## config.mk

```make
export PLATFORM = sky130hd
export DESIGN_NAME = servo_motion_sequencer
export DESIGN_NICKNAME = d
export VERILOG_FILES = /design/src/rtl/servo_pkg.sv /design/src/rtl/servo_frame_timer.sv /design/src/rtl/servo_motion_sequencer.sv
export SDC_FILE = /design/constraint.sdc
export NUM_CORES = 1
export LEC_CHECK = 0
export CAP_MARGIN = 10
export CORE_MARGIN = 1.5
export CORE_UTILIZATION = 45
export CTS_CLUSTER_SIZE = 8
export DETAILED_ROUTE_END_ITERATION = 6
export HOLD_SLACK_MARGIN = 0.02
export PLACE_DENSITY = 0.67
export SLEW_MARGIN = 20
export SYNTH_ARGS = -nofsm -noshare
export SYNTH_HDL_FRONTEND = slang
export SYNTH_SLANG_ARGS = --single-unit
export TNS_END_PERCENT = 20
```

## constraint.sdc

```tcl
create_clock -name sysclk -period 8.6 [get_ports sysclk]
set_clock_uncertainty 0.15 [all_clocks]
set_input_delay 1.29 -clock sysclk [delete_from_list [all_inputs] [get_ports sysclk]]
set_output_delay 1.29 -clock sysclk [all_outputs]
set_load 0.005 [all_outputs]
```

## src/rtl/servo_pkg.sv

```systemverilog
// rtl/servo_pkg.sv - shared widths, FSM states and pulse-width helpers for the servo sequencer
package servo_pkg;

  localparam int PW_W    = 12;
  localparam int FRAME_W = 15;

  typedef enum logic [1:0] {
    IDLE   = 2'd0,
    RAMP   = 2'd1,
    SETTLE = 2'd2
  } state_t;

  // Limit a requested pulse width to the mechanically safe window
  function automatic logic [PW_W-1:0] clamp_pw(
    input logic [PW_W-1:0] pw,
    input logic [PW_W-1:0] lo,
    input logic [PW_W-1:0] hi
  );
    logic [PW_W-1:0] r;
    r = pw;
    if (pw < lo) r = lo;
    else if (pw > hi) r = hi;
    return r;
  endfunction

  // Move cur toward tgt by at most step; the difference is taken one bit wider and signed
  // so a small cur never wraps when stepping down
  function automatic logic [PW_W-1:0] step_toward(
    input logic [PW_W-1:0] cur,
    input logic [PW_W-1:0] tgt,
    input logic [PW_W-1:0] step
  );
    logic signed [PW_W:0] diff;
    logic signed [PW_W:0] s;
    logic [PW_W-1:0]      r;
    diff = $signed({1'b0, tgt}) - $signed({1'b0, cur});
    s    = $signed({1'b0, step});
    if (diff > s) r = cur + step;
    else if (diff < -s) r = cur - step;
    else r = tgt;
    return r;
  endfunction

endpackage

```

## src/rtl/servo_frame_timer.sv

```systemverilog
// rtl/servo_frame_timer.sv - microsecond prescaler and servo frame counter
module servo_frame_timer
  import servo_pkg::*;
#(
  parameter int TICK_DIV = 100,
  parameter int FRAME_US = 20000
) (
  input  logic               i_clk,
  input  logic               i_rst,
  output logic [FRAME_W-1:0] o_frame_cnt,
  output logic               o_us_tick,
  output logic               o_frame_end
);

  localparam int PRESC_W = (TICK_DIV > 1) ? $clog2(TICK_DIV) : 1;

  logic [PRESC_W-1:0] r_presc;
  logic [FRAME_W-1:0] r_frame_cnt;
  logic               w_us_tick;
  logic               w_frame_last;

  assign w_us_tick    = (r_presc == PRESC_W'(TICK_DIV - 1));
  assign w_frame_last = (r_frame_cnt == FRAME_W'(FRAME_US - 1));

  assign o_frame_cnt = r_frame_cnt;
  assign o_us_tick   = w_us_tick;
  assign o_frame_end = w_us_tick & w_frame_last;

  // Prescale sysclk to 1 us ticks and count ticks across one servo frame
  always_ff @(posedge i_clk) begin
    if (i_rst) begin
      r_presc     <= '0;
      r_frame_cnt <= '0;
    end else begin
      if (w_us_tick) r_presc <= '0;
      else r_presc <= r_presc + 1'b1;
      if (w_us_tick) begin
        if (w_frame_last) r_frame_cnt <= '0;
        else r_frame_cnt <= r_frame_cnt + 1'b1;
      end
    end
  end

endmodule

```

## src/rtl/servo_motion_sequencer.sv

```systemverilog
// rtl/servo_motion_sequencer.sv - three-channel servo slew sequencer with PWM generation
module servo_motion_sequencer
  import servo_pkg::*;
#(
  parameter int CLK_HZ        = 100_000_000,
  parameter int FRAME_US      = 20000,
  parameter int PW_MIN_US     = 500,
  parameter int PW_MAX_US     = 2500,
  parameter int PW_RST_US     = 1500,
  parameter int STEP_US       = 20,
  parameter int SETTLE_FRAMES = 10
) (
  input  logic                 sysclk,
  input  logic                 sysreset,
  input  logic                 cmd_valid,
  output logic                 cmd_ready,
  input  logic [2:0]           cmd_mask,
  input  logic [3*PW_W-1:0]    cmd_pw,
  output logic [3*PW_W-1:0]    cur_pw,
  output logic                 pwm1,
  output logic                 pwm2,
  output logic                 pwm3,
  output logic                 busy,
  output logic                 done
);

  localparam int TICK_DIV = CLK_HZ / 1_000_000;
  localparam int SET_W    = (SETTLE_FRAMES > 0) ? $clog2(SETTLE_FRAMES + 1) : 1;

  state_t                 r_state;
  logic [2:0][PW_W-1:0]   r_cur;
  logic [2:0][PW_W-1:0]   r_tgt;
  logic [SET_W-1:0]       r_settle_cnt;
  logic                   r_done;
  logic [2:0]             r_pwm;

  logic [FRAME_W-1:0]     w_frame_cnt;
  logic                   w_us_tick;
  logic                   w_timer_frame_end;
  logic                   w_frame_end;
  logic [2:0][PW_W-1:0]   w_next;
  logic [2:0][PW_W-1:0]   w_cmd_pw;

  servo_frame_timer #(
    .TICK_DIV (TICK_DIV),
    .FRAME_US (FRAME_US)
  ) u_timer (
    .i_clk       (sysclk),
    .i_rst       (sysreset),
    .o_frame_cnt (w_frame_cnt),
    .o_us_tick   (w_us_tick),
    .o_frame_end (w_timer_frame_end)
  );

  // The timer's frame_end already implies a us tick; the FSM only ever advances on one
  assign w_frame_end = w_us_tick & w_timer_frame_end;
  assign w_cmd_pw    = cmd_pw;

  assign cur_pw    = r_cur;
  assign cmd_ready = (r_state == IDLE);
  assign busy      = (r_state != IDLE);
  assign done      = r_done;
  assign pwm1      = r_pwm[0];
  assign pwm2      = r_pwm[1];
  assign pwm3      = r_pwm[2];

  // Candidate pulse widths for the next frame, one bounded step toward each target
  always_comb begin
    w_next = r_cur;
    for (int n = 0; n < 3; n++) begin
      w_next[n] = step_toward(r_cur[n], r_tgt[n], PW_W'(STEP_US));
    end
  end

  // Command acceptance, per-frame slewing and settle countdown
  always_ff @(posedge sysclk) begin
    if (sysreset) begin
      r_state      <= IDLE;
      r_cur        <= {3{PW_W'(PW_RST_US)}};
      r_tgt        <= {3{PW_W'(PW_RST_US)}};
      r_settle_cnt <= '0;
      r_done       <= 1'b0;
    end else begin
      r_done <= 1'b0;
      case (r_state)
        IDLE: begin
          if (cmd_valid) begin
            for (int n = 0; n < 3; n++) begin
              r_tgt[n] <= cmd_mask[n]
                ? clamp_pw(w_cmd_pw[n], PW_W'(PW_MIN_US), PW_W'(PW_MAX_US))
                : r_cur[n];
            end
            r_state <= RAMP;
          end
        end
        RAMP: begin
          if (w_frame_end) begin
            r_cur <= w_next;
            if (w_next == r_tgt) begin
              r_state      <= SETTLE;
              r_settle_cnt <= SET_W'(SETTLE_FRAMES);
            end
          end
        end
        SETTLE: begin
          if (w_frame_end) begin
            if (r_settle_cnt <= SET_W'(1)) begin
              r_settle_cnt <= '0;
              r_done       <= 1'b1;
              r_state      <= IDLE;
            end else begin
              r_settle_cnt <= r_settle_cnt - 1'b1;
            end
          end
        end
        default: r_state <= IDLE;
      endcase
    end
  end

  // PWM compare; cur_pw only moves at frame_end so each pulse is whole
  always_ff @(posedge sysclk) begin
    if (sysreset) begin
      r_pwm <= '0;
    end else begin
      for (int n = 0; n < 3; n++) begin
        r_pwm[n] <= (w_frame_cnt < {{(FRAME_W-PW_W){1'b0}}, r_cur[n]});
      end
    end
  end

endmodule
```

After elaboration in Yosys (flattened, before gate mapping)
Cells that the tools add are included.

Output and inout bits: 42. Register bits: 104. Word-level logic and storage cells: 91. Bits of input ports: 42.

Add/sub/neg operators: 12. Bitwise operators: 4. Eq/ne operators: 10. Muxes and demuxes: 28. $lt $le $gt $ge: 16. Reduce and logical (&&, ||, !) cells: 9.

Operator list (count): $mux W12 (15); $lt A15 B12 Y1 (3); $gt A13 B6 Y1 const B (3); $lt A13 B6 Y1 const B (3); $sub A12 B12 Y13 (3); $add A12 B5 Y12 const B (3); $eq A36 B36 Y1 (1); $gt A12 B12 Y1 const B (3); $lt A12 B9 Y1 const B (3); $sub A12 B5 Y12 const B (3); $mux W4 (4); $add A15 B1 Y15 const B (1); $eq A15 B15 Y1 const B (1); $mux W15 (1); $mux W2 (5); $ne A2 B2 Y1 const B (5); $pmux W4 S2 (1); $add A7 B1 Y7 const B (1); $eq A7 B7 Y1 const B (1); $pmux W2 S3 (1); $reduce_and A5 Y1 (1); $le A4 B1 Y1 const B (1); $reduce_and A2 Y1 (2); $reduce_and A4 Y1 (1); 10 further kinds (13).

Depth between registers and ports, before layout
Gate-level depths: netlist (run 1).

Depth in word-level cells: 8. Depth in mapped cells: 18. Gate-level depth less buffers: 16.

By module
From an unflattened synthesis (run 1), not the netlist that was laid out.

Cells, all modules: 1332. Area, all modules: 10074.7 um2.

By module, submodules not included: servo_motion_sequencer (area an instance 9036.2 um2, instances 1, cells each 1210, sequential area each 1641.6 um2); servo_frame_timer (area an instance 1038.5 um2, instances 1, cells each 122, sequential area each 440.4 um2).

Least setup slack after synthesis (run 1)
No wires, ideal clock.

Path kind: flip-flop to flip-flop. From: register r_cur, in the netlist cur_pw[17]. To: register r_settle_cnt[2]. Data required time: 8.330 ns. Clock period less this slack: 4.289 ns. Buffers on the path: 2. Path slack: 4.311 ns. Stages on the path, launching flop included: 17. Data arrival time: 4.019 ns. Cells stage by stage: dfxtp_1 clkbuf_1 clkinv_1 ha_1 clkbuf_1 o2111ai_1 and3_1 a311o_1 and4bb_2 a31oi_1 a22oi_2 o221a_2 mux2i_1 a311oi_2 nor4b_4 a31oi_1 or2_1.

Cells in the longest elaborated chain, start to end: 7. Elaborated cells between the ends (all ways): 10.

RTL lines: start, declared (line servo_motion_sequencer.sv:31) `logic [2:0][PW_W-1:0] r_cur;`; start signal, assigned (line servo_motion_sequencer.sv:79) `r_cur <= {3{PW_W'(PW_RST_US)}};`; start signal, assigned (line servo_motion_sequencer.sv:98) `r_cur <= w_next;`; $sub A12 B12 Y13 (line servo_pkg.sv:36) `diff = $signed({1'b0, tgt}) - $signed({1'b0, cur});`; $lt A13 B6 Y1 (line servo_pkg.sv:39) `else if (diff < -s) r = cur - step;`; $mux W12 (line servo_pkg.sv:39); $mux W12 * (line servo_pkg.sv:38) `if (diff > s) r = cur + step;`; $eq A36 B36 Y1 * (line servo_motion_sequencer.sv:99) `if (w_next == r_tgt) begin`; $ne A2 B2 Y1 (no line) *; $reduce_and A4 Y1 (no line) *; end signal, assigned (line servo_motion_sequencer.sv:101) `r_settle_cnt <= SET_W'(SETTLE_FRAMES);`; end signal, assigned (line servo_motion_sequencer.sv:112) `r_settle_cnt <= r_settle_cnt - 1'b1;`; end, declared (line servo_motion_sequencer.sv:33) `logic [SET_W-1:0] r_settle_cnt;`.

Every way passes the cells marked *; elsewhere a longest branch is shown, timed or not. A chain may end at the register's enable or synchronous reset.

Worst setup path in the final report (run 1)
From: register r_cur, in the netlist cur_pw[29]. To: register r_state[0].

Cells in the longest elaborated chain, start to end: 7. Elaborated cells between the ends (all ways): 10.

RTL lines: $sub A12 B12 Y13 (line servo_pkg.sv:36); $lt A13 B6 Y1 (line servo_pkg.sv:39); $mux W12 (line servo_pkg.sv:39); $mux W12 * (line servo_pkg.sv:38); $eq A36 B36 Y1 * (line servo_motion_sequencer.sv:99); $ne A2 B2 Y1 (no line) *; $reduce_and A5 Y1 (no line) *; end signal, assigned (line servo_motion_sequencer.sv:100) `r_state <= SETTLE;`; end signal, assigned (line servo_motion_sequencer.sv:110) `r_state <= IDLE;`; end signal, assigned (line servo_motion_sequencer.sv:116) `default: r_state <= IDLE;`; end, declared (line servo_motion_sequencer.sv:30) `state_t r_state;`.

Marked as above.

==> flow_metrics.env, run 1 <==
export IMPL_routed_via_density=6.29
export IMPL_vdd_drop_max_uv=90.1
export IMPL_synth_top_flop_cell="dfxtp_1"
export IMPL_netlist_area_leader_share_pct=21.2
export IMPL_ant_nets=0
export IMPL_whs_ns=0.304
export IMPL_dpl_hpwl_microns=23700
export IMPL_timing_final_crit_share_pct=62.6
export IMPL_status="completed"
export IMPL_fin_crit_ns=5.38
export IMPL_synth_net_count=1425
export IMPL_dieArea_sq_um=22700
export IMPL_drive_above_1_share_pct=3.79
export IMPL_yosys_warnings=0
export IMPL_power_density_nw_per_um2=128
export IMPL_leakage_uw=0.00457
export IMPL_io_buffers=83
export IMPL_wl_per_cell_microns=19.5
export IMPL_drv_slew=0
export IMPL_clock_latency_ns=0.36
export IMPL_clk_pin_slew_ns=0.09
export IMPL_tns_ns=0
export IMPL_synth_area_per_cell_sq_um=7.53
export IMPL_postCtsSetupBuffers=0
export IMPL_clock_sinks=104
export IMPL_cts_resized=0
export IMPL_vias=10200
export IMPL_slew_headroom_pct=32.1
export IMPL_antenna_found_initial=0
export IMPL_routed_wl_microns=31700
export IMPL_io_pins=84
export IMPL_start_kind="flip-flop"
export IMPL_die_x_microns=151
export IMPL_path_max_fanout=17
export IMPL_drtIter0Drc=1039
export IMPL_drt_pass1_iterations=6
export IMPL_core_area_sq_um=21200
export IMPL_yosysTopAreaCell="dfxtp_1"
export IMPL_netlist_top_cells_area="dfxtp_1 21%, ha_1 10%, nor2_1 5.4%, a21oi_1 4.4%, xnor2_1 4.4%"
export IMPL_grt_pass1_wl_microns=49800
export IMPL_diodes=0
export IMPL_grt_pass1_vias=9185
export IMPL_cts_hold_buf=0
export IMPL_hold_viol=0
export IMPL_cp_data_required_time_ns=8.65
export IMPL_crit_chain="clkinv_1 > ha_1 > nand2_1 > a211oi_2 > o211a_1 > mux2i_1 > or4_1 > o21bai_2 > nand2_2 > a21oi_1 > nand3_1 > a221oi_1 > and4b_1 > and3_1 > a221oi_2"
export IMPL_synth_seq_cells=104
export IMPL_die_h_microns=151
export IMPL_ys_async_sr_fraction_pct=0
export IMPL_setup_viol=0
export IMPL_cap_violations=0
export IMPL_grt_total_usage_pct=28.0
export IMPL_nNetsFinal=1465
export IMPL_cp_end_kind="flip-flop"
export IMPL_hp_class="reg -> reg"
export IMPL_synth_area_sq_um=9800
export IMPL_cts_path_max_buffers=2
export IMPL_core_rowCount=53
export IMPL_route_detailed_drc=0
export IMPL_cts_tree="done"
export IMPL_dpl_cell_count=1605
export IMPL_crit_path_top_delay_cell="dfxtp_1"
export IMPL_fmax_mhz=186
export IMPL_grt_setup_unrepaired="false"
export IMPL_gp_congestion=0.983
export IMPL_synthCells=1301
export IMPL_cts_htree_levels=3
export IMPL_synth_common_cells="141 x nor2_1, 104 x dfxtp_1, 94 x nand2_1"
export IMPL_initial_core_util_pct=46.2
export IMPL_grt_ovfl_total=0
export IMPL_synth_cell_types=91
export IMPL_worst_pin_slew_ns=1.02
export IMPL_synth_sequential_area_ratio_pct=21.2
export IMPL_grt_max_degree=89
export IMPL_cts_buffers=9
export IMPL_yosysMostFrequentCell="nor2_1"
export IMPL_area_growth_pct=13.3
export IMPL_synth_edf_count=0
export IMPL_worstSetupPathType="reg -> reg"
export IMPL_slowest_delay_ns=0.69
export IMPL_layoutNonFillerInstCount=1621
export IMPL_cts_root_buf="clkbuf_16"
export IMPL_cp_data_arrival_time_ns=5.44
==> area by class of cell <==
class | instances | area (sq um)
multi-input cells | 1069 | 7230
clock inverters | 7 | 88.8
repair buffers | 89 | 871
inverters | 68 | 255
well taps | 275 | 344
clock buffers | 9 | 225
flip-flops and latches | 104 | 2080
fillers | 2014 | 10100
==> state kept, by name, indices dropped and copies added (netlist names) <==
name / count
r_tgt: 36
done: 1
r_pwm: 3
u_timer.r_presc: 7
u_timer.o_frame_cnt: 15
cur_pw: 36
r_settle_cnt: 4
r_state: 2
==> worst max-delay path: cells and delay by family, from the launching register on <==
kind / cells / cell delay, ns
AOI/OAI and AO/OA: 6 / 1.70
adders and majority gates: 1 / 0.55
buffers and inverters: 1 / 0.46
DFF: 1 / 0.69
muxes: 1 / 0.10
and+or+nand+nor: 6 / 1.56
==> final timing paths <==
path              cells past startpoint                             to                           from  slack [ns]
setup / recovery                     15        r_state[0]$_SDFFE_PP0P_        cur_pw[29]$_SDFFE_PP0P_        3.22
hold / removal                        1  u_timer.r_presc[0]$_SDFF_PP0_  u_timer.r_presc[0]$_SDFF_PP0_        0.30
hold reg to reg                       1  u_timer.r_presc[0]$_SDFF_PP0_  u_timer.r_presc[0]$_SDFF_PP0_        0.30
setup reg to reg                     15        r_state[0]$_SDFFE_PP0P_        cur_pw[29]$_SDFFE_PP0P_        3.22
==> cells by family (layout without fill, tap and decap cells) <==
family | Yosys count | count (layout) | synth area share (%)
AOI/OAI and AO/OA | 430 | 430 | 31.1
adders and majority gates | 82 | 82 | 10.7
and+or+nand+nor | 468 | 468 | 23.8
buffers and inverters | 128 | 173 | 4.98
xor gates and xnor gates | 77 | 77 | 6.88
DFF | 104 | 104 | 21.2
muxes | 12 | 12 | 1.30
==> per-stage QoR <==
step                      util, %  worst slack, ns  power (uW)  instance area, sq um
after floorplan                 -             4.31         862                  9800
after global placement       50.8             3.56         986                 10800
after detailed placement     50.8             3.33         987                 10800
after CTS                    52.3             3.30        1420                 11100
after global routing         52.3             2.85        1490                 11100
final                        52.3             3.22        1420                 11100
==> where the power goes <==
group	total, uW	internal, uW	switching, uW	leakage, uW
Clock	432	209	223	0.000143
Sequential	526	498	27.9	0.000849
Combinational	462	186	276	0.00358
==> placed cells by master, fill, tap and decap left out, types with 20 or more instances in the layout <==
cell type and n:
nor3_1 45, nand3_1 43, o21ai_0 62, inv_1 63
a211o_1 28, o22ai_1 23, a21oi_1 87, a21o_1 40
ha_1 79, a221oi_1 20, a211oi_1 27, dfxtp_1 104
clkdlybuf4s50_1 82, nor2_1 141, nand2_1 93, xnor2_1 49
xor2_1 28, nand2b_1 32
==> routing by layer <==
| layer | vias to the layer above | share of wire, % | track usage [%] |
|---|---|---|---|
| li1 | 4958 | - | - |
| met1 | 4779 | 44 | 37.6 |
| met2 | 394 | 45 | 43.6 |
| met3 | 60 | 7.4 | 5.97 |
| met4 | 0 | 3.5 | 10.8 |
| met5 | - | 0 | 0 |
No activity file was read; power rests on OpenSTA's default activity.
==> run 2, diff against run 1 <==
==> constraint.sdc (replaced) <==
create_clock -name sysclk -period 5.23 [get_ports sysclk]
set_clock_uncertainty 0.15 [all_clocks]
set_input_delay 0.7845 -clock sysclk [delete_from_list [all_inputs] [get_ports sysclk]]
set_output_delay 0.7845 -clock sysclk [all_outputs]
set_load 0.005 [all_outputs]
==> flow_metrics.env, run 2 (same netlist as run 1, synthesis figures left out) <==
export IMPL_status="completed"
export IMPL_setup_viol=0
export IMPL_grt_pass1_vias=9518
export IMPL_cts_tree="done"
export IMPL_wl_per_cell_microns=19.5
export IMPL_dpl_hpwl_microns=24100
export IMPL_dieArea_sq_um=22700
export IMPL_path_max_fanout=9
export IMPL_routed_via_density=6.38
export IMPL_dpl_cell_area_sq_um=11000
export IMPL_drtIter0Drc=960
export IMPL_worstSetupPathType="reg -> reg"
export IMPL_fillCellCount=2046
export IMPL_min_from="u_timer.r_presc[0]$_SDFF_PP0_"
export IMPL_power_density_nw_per_um2=207
export IMPL_cts_hold_buf=0
export IMPL_start_kind="flip-flop"
export IMPL_startpoint="cur_pw[0]$_SDFFE_PP0P_"
export IMPL_fin_crit_ns=4.92
export IMPL_finalCoreUtilization_pct=53.1
export IMPL_cts_root_buf="clkbuf_16"
export IMPL_clk_pin_slew_ns=0.07
export IMPL_cts_buffers=9
export IMPL_vdd_drop_max_uv=156
export IMPL_cp_data_required_time_ns=5.29
export IMPL_clock_latency_ns=0.37
export IMPL_grt_pass1_wl_microns=50600
export IMPL_r2r_start="cur_pw[0]$_SDFFE_PP0P_"
export IMPL_multi_input_area_sq_um=7240
export IMPL_initial_core_util_pct=46.2
export IMPL_cts_htree_levels=3
export IMPL_area_growth_pct=14.9
export IMPL_drive_above_1_share_pct=5.55
export IMPL_route_detailed_drc=0
export IMPL_fmax_mhz=203
export IMPL_drv_slew=0
export IMPL_nNetsFinal=1488
export IMPL_antenna_found_initial=0
export IMPL_hold_viol=0
export IMPL_drt_pass1_iterations=6
export IMPL_layout_common_cells="140 x nor2_1, 104 x dfxtp_1, 93 x nand2_1, 87 x a21oi_1, 82 x clkdlybuf4s50_1"
export IMPL_io_pins=84
export IMPL_grt_max_degree=57
export IMPL_final_common_cell="nor2_1"
export IMPL_ant_nets=0
export IMPL_cts_path_max_buffers=2
export IMPL_grt_setup_unrepaired="false"
export IMPL_setup_ws_ns=0.307
export IMPL_place_ws_ns=0.258
export IMPL_core_area_sq_um=21200
export IMPL_timing_final_crit_share_pct=94.1
export IMPL_io_buffers=83
export IMPL_cts_resized=0
export IMPL_clock_sinks=104
export IMPL_finalInstanceArea_sq_um=11300
export IMPL_seq_area_sq_um=2080
export IMPL_cp_data_arrival_time_ns=4.98
export IMPL_postCtsSetupBuffers=0
export IMPL_dpl_cell_count=1628
export IMPL_routed_wl_microns=32000
export IMPL_tns_ns=0
export IMPL_grt_total_usage_pct=28.3
export IMPL_grt_ovfl_total=0
export IMPL_die_x_microns=151
export IMPL_leakage_uw=0.00467
export IMPL_vias=10500
export IMPL_cp_end_kind="flip-flop"
export IMPL_gp_congestion=0.981
export IMPL_worst_pin_slew_ns=1.05
export IMPL_die_h_microns=151
export IMPL_slew_headroom_pct=29.6
export IMPL_core_rowCount=53
export IMPL_layoutNonFillerInstCount=1644
export IMPL_cap_violations=0
export IMPL_hp_class="reg -> reg"
export IMPL_diodes=0
run 2: routing by layer:
metal	track usage [%]	vias to the layer above	share of wire [%]
met5	0	-	0
li1	-	5008	-
met2	45.0	438	45
met1	38.7	4960	45
met3	4.36	90	7.0
met4	10.3	0	3.5
run 2: per-stage QoR:
step	hold slack [ns]	power, uW
after CTS	0.295	2320
after global routing	0.321	2450
final	0.292	2330
after floorplan	0.263	1420
after detailed placement	0.283	1640
after global placement	0.279	1630
run 2: final cells by class:
cell class,count,share of cell area [%]
multi-input cells,1069,64.3
flip-flops and latches,104,18.5
repair buffers,112,9.29
well taps,275,3.06
inverters,68,2.27
clock buffers,11,2.16
clock inverters,5,0.422
run 2: final timing paths:
| kind | end | slack, ns | cells after the start |
|---|---|---|---|
| setup / recovery | r_state[0]$_SDFFE_PP0P_ | 0.31 | 15 |
| hold / removal | u_timer.r_presc[0]$_SDFF_PP0_ | 0.29 | 1 |
| setup reg to reg | r_state[0]$_SDFFE_PP0P_ | 0.31 | 15 |
| hold reg to reg | u_timer.r_presc[0]$_SDFF_PP0_ | 0.29 | 1 |
run 2: power by group:
group / total [uW] / internal [uW] / switching (uW) / leakage, uW
registers: 864 / 820 / 44.1 / 0.000849
logic: 782 / 320 / 462 / 0.00369
clock network: 685 / 347 / 338 / 0.000141
run 2: critical path, stage by stage, from the launching register on:
cell and delay (ns):
dfxtp_1 0.38, ha_1 0.26, fa_1 0.44, nand2b_1 0.19, a211oi_1 0.44, o211a_1 0.31, o311ai_1 0.14, a21oi_1 0.67
a21oi_2 0.19, nand2_1 0.12, o311ai_1 0.13, a221oi_2 0.52, o22ai_1 0.22, nor4b_4 0.29, and3_1 0.25, a221oi_2 0.07
